==> config.mk <==
export PLATFORM = sky130hd
export DESIGN_NAME = matrix_acc
export DESIGN_NICKNAME = d
export VERILOG_FILES = /design/src/rtl/matrix_acc_pkg.sv /design/src/rtl/matrix_acc.sv
export SDC_FILE = /design/constraint.sdc
export NUM_CORES = 1
export LEC_CHECK = 0
export ABC_CLOCK_PERIOD_IN_PS = 5420
export CORE_AREA = 10 10 159 161
export DETAILED_ROUTE_END_ITERATION = 6
export DIE_AREA = 0 0 169 171
export GPL_TIMING_DRIVEN = 0
export HOLD_SLACK_MARGIN = 0.06
export PLACE_DENSITY = 0.69
export REMOVE_ABC_BUFFERS = 1
export SLEW_MARGIN = 20
export SYNTH_ARGS = -nofsm -noshare
export SYNTH_HDL_FRONTEND = slang
export SYNTH_SLANG_ARGS = --single-unit
==> constraint.sdc <==
create_clock -name clk -period 5.42 [get_ports clk]
set_input_delay 0.542 -clock clk [delete_from_list [all_inputs] [get_ports clk]]
set_output_delay 0.542 -clock clk [all_outputs]
set_load 0.02 [all_outputs]
==> src/rtl/matrix_acc_pkg.sv <==
`default_nettype none
// =============================================================================
// matrix_acc_pkg : matrix_mul control codes and matrix_acc state encodings.
// Rev 1.0
// =============================================================================
package matrix_acc_pkg;

  localparam logic [3:0] MATRIX_IDLE = 4'h0;
  localparam logic [3:0] MATRIX_MUL  = 4'h1;

  localparam logic [1:0] MACC_IDLE  = 2'd0;
  localparam logic [1:0] MACC_ACCUM = 2'd1;
  localparam logic [1:0] MACC_DRAIN = 2'd2;

  typedef enum logic [1:0] {
    ST_IDLE  = MACC_IDLE,
    ST_ACCUM = MACC_ACCUM,
    ST_DRAIN = MACC_DRAIN
  } macc_state_e;

endpackage
`default_nettype wire

==> src/rtl/matrix_acc.sv <==
`default_nettype none
// =============================================================================
// matrix_acc : 4x4 byte accumulator tile controller sitting upstream of
//              matrix_mul; MATRIX_ACC_KEEP_EN adds acc_keep_i (tile chaining).
// Rev 1.0
// =============================================================================
module matrix_acc
  import matrix_acc_pkg::*;
#(
  parameter int K_W = 4
) (
  input  logic           clk,
  input  logic           rst,
  input  logic           start_i,
  input  logic [K_W-1:0] k_len_i,
`ifdef MATRIX_ACC_KEEP_EN
  input  logic           acc_keep_i,
`endif
  input  logic           op_valid_i,
  output logic           op_ready_o,
  input  logic [31:0]    op_a_i,
  input  logic [31:0]    op_b_i,
  output logic [3:0]     mul_ctrl_o,
  output logic [31:0]    op_A_o,
  output logic [31:0]    op_B_o,
  output logic [31:0]    M_o [3:0],
  input  logic [31:0]    matrix_mul_i [3:0],
  output logic           row_valid_o,
  input  logic           row_ready_i,
  output logic [31:0]    row_data_o,
  output logic [1:0]     row_idx_o,
  output logic           row_last_o,
  output logic           busy_o,
  output logic           done_o
);

  macc_state_e    r_state;
  logic [31:0]    r_tile [3:0];
  logic [K_W-1:0] r_k_cnt;
  logic [1:0]     r_row_idx;
  logic           r_done;
  logic           w_keep;
  logic           w_fire;

`ifdef MATRIX_ACC_KEEP_EN
  assign w_keep = acc_keep_i;
`else
  assign w_keep = 1'b0;
`endif

  // matrix_mul is combinational beside us: operands go out in the fire cycle
  // and its result is captured into the tile at the closing edge.
  assign w_fire     = (r_state == ST_ACCUM) & op_valid_i;
  assign mul_ctrl_o = w_fire ? MATRIX_MUL : MATRIX_IDLE;
  assign op_A_o     = w_fire ? op_a_i : '0;
  assign op_B_o     = w_fire ? op_b_i : '0;

  assign op_ready_o  = (r_state == ST_ACCUM);
  assign row_valid_o = (r_state == ST_DRAIN);
  assign row_data_o  = (r_state == ST_DRAIN) ? r_tile[r_row_idx] : '0;
  assign row_idx_o   = r_row_idx;
  assign row_last_o  = (r_state == ST_DRAIN) & (r_row_idx == 2'd3);
  assign busy_o      = (r_state != ST_IDLE);
  assign done_o      = r_done;
  assign M_o         = r_tile;

  always_ff @(posedge clk or posedge rst) begin
    if (rst) begin
      r_state   <= ST_IDLE;
      r_k_cnt   <= '0;
      r_row_idx <= 2'd0;
      r_done    <= 1'b0;
      for (int i = 0; i < 4; i++) r_tile[i] <= '0;
    end else begin
      r_done <= 1'b0;
      case (r_state)
        ST_IDLE: begin
          if (start_i) begin
            r_k_cnt   <= k_len_i;
            r_row_idx <= 2'd0;
            if (!w_keep) begin
              for (int i = 0; i < 4; i++) r_tile[i] <= '0;
            end
            r_state <= (k_len_i == '0) ? ST_DRAIN : ST_ACCUM;
          end
        end
        ST_ACCUM: begin
          if (op_valid_i) begin
            r_tile  <= matrix_mul_i;
            r_k_cnt <= r_k_cnt - 1'b1;
            if (r_k_cnt == K_W'(1)) r_state <= ST_DRAIN;
          end
        end
        ST_DRAIN: begin
          if (row_ready_i) begin
            r_row_idx <= r_row_idx + 2'd1;
            if (r_row_idx == 2'd3) begin
              r_state <= ST_IDLE;
              r_done  <= 1'b1;
            end
          end
        end
        default: r_state <= ST_IDLE;
      endcase
    end
  end

endmodule
`default_nettype wire

==> results_dict.tcl <==
set metrics [dict create \
    postRouteWirelength_mm 28.5 \
    clock_path_buffers 2 \
    gp_congestion 0.798 \
    cts_tree "yes" \
    period_share_pct 71.9 \
    reg2reg_to "M_o[13]" \
    drtPass1Iterations 4 \
    cts_sinks 137 \
    worstPathArrival_ns 3.36 \
    dp_hpwl_mm 21.9 \
    dieArea_um2 28900 \
    ant_nets 0 \
    grt.overflow.total 0 \
    cp_slowest_stage_delay_ns 0.72 \
    synth_flop_cell "dfrtp_1" \
    hold-worst-slack_ns 0.529 \
    core_um2 22200 \
    synth-async-reset-ratio_pct 100 \
    vias 6001 \
    cp_cell_sequence "nor2b_4, buf_12, and2_4, buf_12, clkdlybuf4s50_1" \
    p_sw_mw 2.38 \
    syn_area_um2 6590 \
    h-tree-depth 4 \
    critPathLaunchType "flip-flop" \
    swShare_pct 38.9 \
    tightest_slew_ns 0.600 \
    reg2reg_depth 5 \
    worstPathRequired_ns 4.88 \
    drv_cap 0 \
    power_density_nw_per_um2 520 \
    vdd_ir_drop_max_mv 0.272 \
    layout-drive-gt1-share_pct 9.11 \
    avgSynthCellArea_um2 13.0 \
    yosysTopAreaCellShare_pct 52.0 \
    seq_area_frac_synth_pct 52.0 \
    finalSetupViolations 0 \
    yosys.area.top_type "dfrtp_1" \
    cpLargestDelayFamily "buffers and inverters" \
    ys_warn_count 0 \
    post_cts_buffers 0 \
    track_usage_pct 18.7 \
    synth_area_leaders "dfrtp_1, a22o_1, mux4_2, and3_1, and2_1" \
    antenna_found_initial 1 \
    clock.fmax_mhz 257 \
    grt_max_degree 80 \
    synth.most_common_cell "dfrtp_1" \
    cp_slowest_cell "dfrtp_1" \
    synth-edff-count 0 \
    netlist_instances 508 \
    placed_cells 1175 \
    clock-skew-final_ns 0.0123 \
    p_leak_nw 5.03 \
    reg2reg_slack_ns 2.85 \
    clock_latency_ns 0.42 \
    io_pins 436 \
    cts_resized 0 \
    drt-initial-drc-count 420 \
    relSlewSlack_pct 60.0 \
    end_kind "primary output" \
    finalNonFillerCells 1208 \
    avgRoutedWirePerCell_um 23.6 \
    power_mw 6.12 \
    cp.buffers_inverters 3 \
    internal-power_mw 3.74 \
    synth_cell_types 34 \
    hold_viol 0 \
    grt_pass1_vias 6363 \
    min_to "M_o[84]" \
    clk_transition_reported_paths_ns 0.06 \
    start_util_pct 29.7 \
    fin_tns_setup_ns 0 \
    die_width_um 169 \
    synth_common_cells "dfrtp_1, a22o_1, and3_1" \
    hold_path_class "flip-flop to flip-flop" \
    grt_pass1_wl_mm 41.7 \
    min_period_ns 3.90 \
    rsz0062_at_grt "no" \
    area_growth_pct 78.6 \
    root_buffer "clkbuf_16" \
    drc 0 \
    min-delay-start "M_o[84]" \
    crit_type "flip-flop to primary output" \
    crit_path_frequent_cell "buf_12" \
    status "finished clean" \
    vias_per_cell 4.97 \
    numCtsBuffers 17 \
    clkPwrFrac_pct 19.2 \
    hold_buffers 0 \
    power_frac_comb_pct 50.6 \
    report.final.slew_viol_count 0 \
    rr_startpoint "r_state[0]" \
    yosys_register_bits 137 \
    portBuffers 432 \
    pwr-share-seq_pct 30.2 \
    fin_nets 1113 \
    rows 55 \
    cp_max_fo 49 \
    die_h_um 171 \
    worstHoldPathCells 1 \
]
[per-layer routing]
layer / vias to the layer above / global-route usage [%] / routed length (µm)
met3: 22 / 7.34 / 2500
met1: 3018 / 22.1 / 10900
met4: 0 / 4.54 / 345
met5: - / 0 / 0
li1: 2747 / - / -
met2: 214 / 31.4 / 14800
[worst max-delay path by stage]
stage                from             to  slack (ns)  depth (start not counted)
5_1_grt        r_state[0]  mul_ctrl_o[0]        1.33                          5
6_report       r_state[0]  mul_ctrl_o[0]        1.52                          5
3_5_place_dp   r_state[0]  mul_ctrl_o[0]        1.97                          5
3_3_place_gp   r_state[0]  mul_ctrl_o[0]       -3.25                          3
4_1_cts        r_state[0]  mul_ctrl_o[0]        1.52                          5
2_1_floorplan  r_state[0]  mul_ctrl_o[0]        0.01                          2
[cell usage in the layout, fill, tap and decap left out, types with 3 or more instances in the layout]
cell             count
clkbuf_16           17
clkinvlp_4           4
and2_1              33
mux4_2              32
buf_16               4
dfrtp_1            135
and3_1              65
a22o_1             131
clkdlybuf4s50_1    431
buf_12               6
inv_1                7
inv_6                6
o21ai_0              4
ha_1                 3
conb_1               3
[metrics by stage]
step | setup WS [ns] | utilization, % | cell area (µm²)
3_5_place_dp | 1.97 | 50.3 | 11200
3_3_place_gp | -3.25 | 49.2 | 10900
4_1_cts | 1.52 | 53.0 | 11800
5_1_grt | 1.33 | 53.0 | 11800
2_1_floorplan | 0.0129 | - | 6240
6_report | 1.52 | 53.0 | 11800
[flip-flops by register name, indices dropped and copies added, names as in the netlist]
name / cells
done_o: 1
r_state: 2
r_k_cnt: 4
row_idx_o: 2
M_o: 128
[layout make-up]
class | instances | area [µm²]
multi-input cells | 303 | 2810
clock inverters | 14 | 159
fillers | 1936 | 10500
clock buffers | 18 | 429
repair buffers | 442 | 4550
diodes | 1 | 2.50
flip-flops and latches | 137 | 3430
well taps | 285 | 357
inverters | 8 | 37.5
[power by group through the flow]
stage | clock, mW | sequential (mW) | combinational [mW]
floorplan | 0 | 2.26 | 1.08
CTS | 1.21 | 1.85 | 3.14
finish | 1.18 | 1.85 | 3.09
detailed placement | 0 | 1.86 | 3.12
global route | 1.25 | 1.92 | 3.27
global placement | 0 | 1.87 | 3.04
[cells by family (layout without fill, tap and decap cells)]
family | Yosys count | count (layout) | synth area share, %
fa+ha+maj | 3 | 3 | 0.570
flops | 137 | 137 | 52.0
compound gates | 145 | 145 | 18.8
mux | 34 | 34 | 11.3
buf+inv | 70 | 482 | 5.83
other cells | 1 | 4 | 0.0569
simple gates | 118 | 118 | 11.4
No activity file was read; power rests on OpenSTA's default activity.
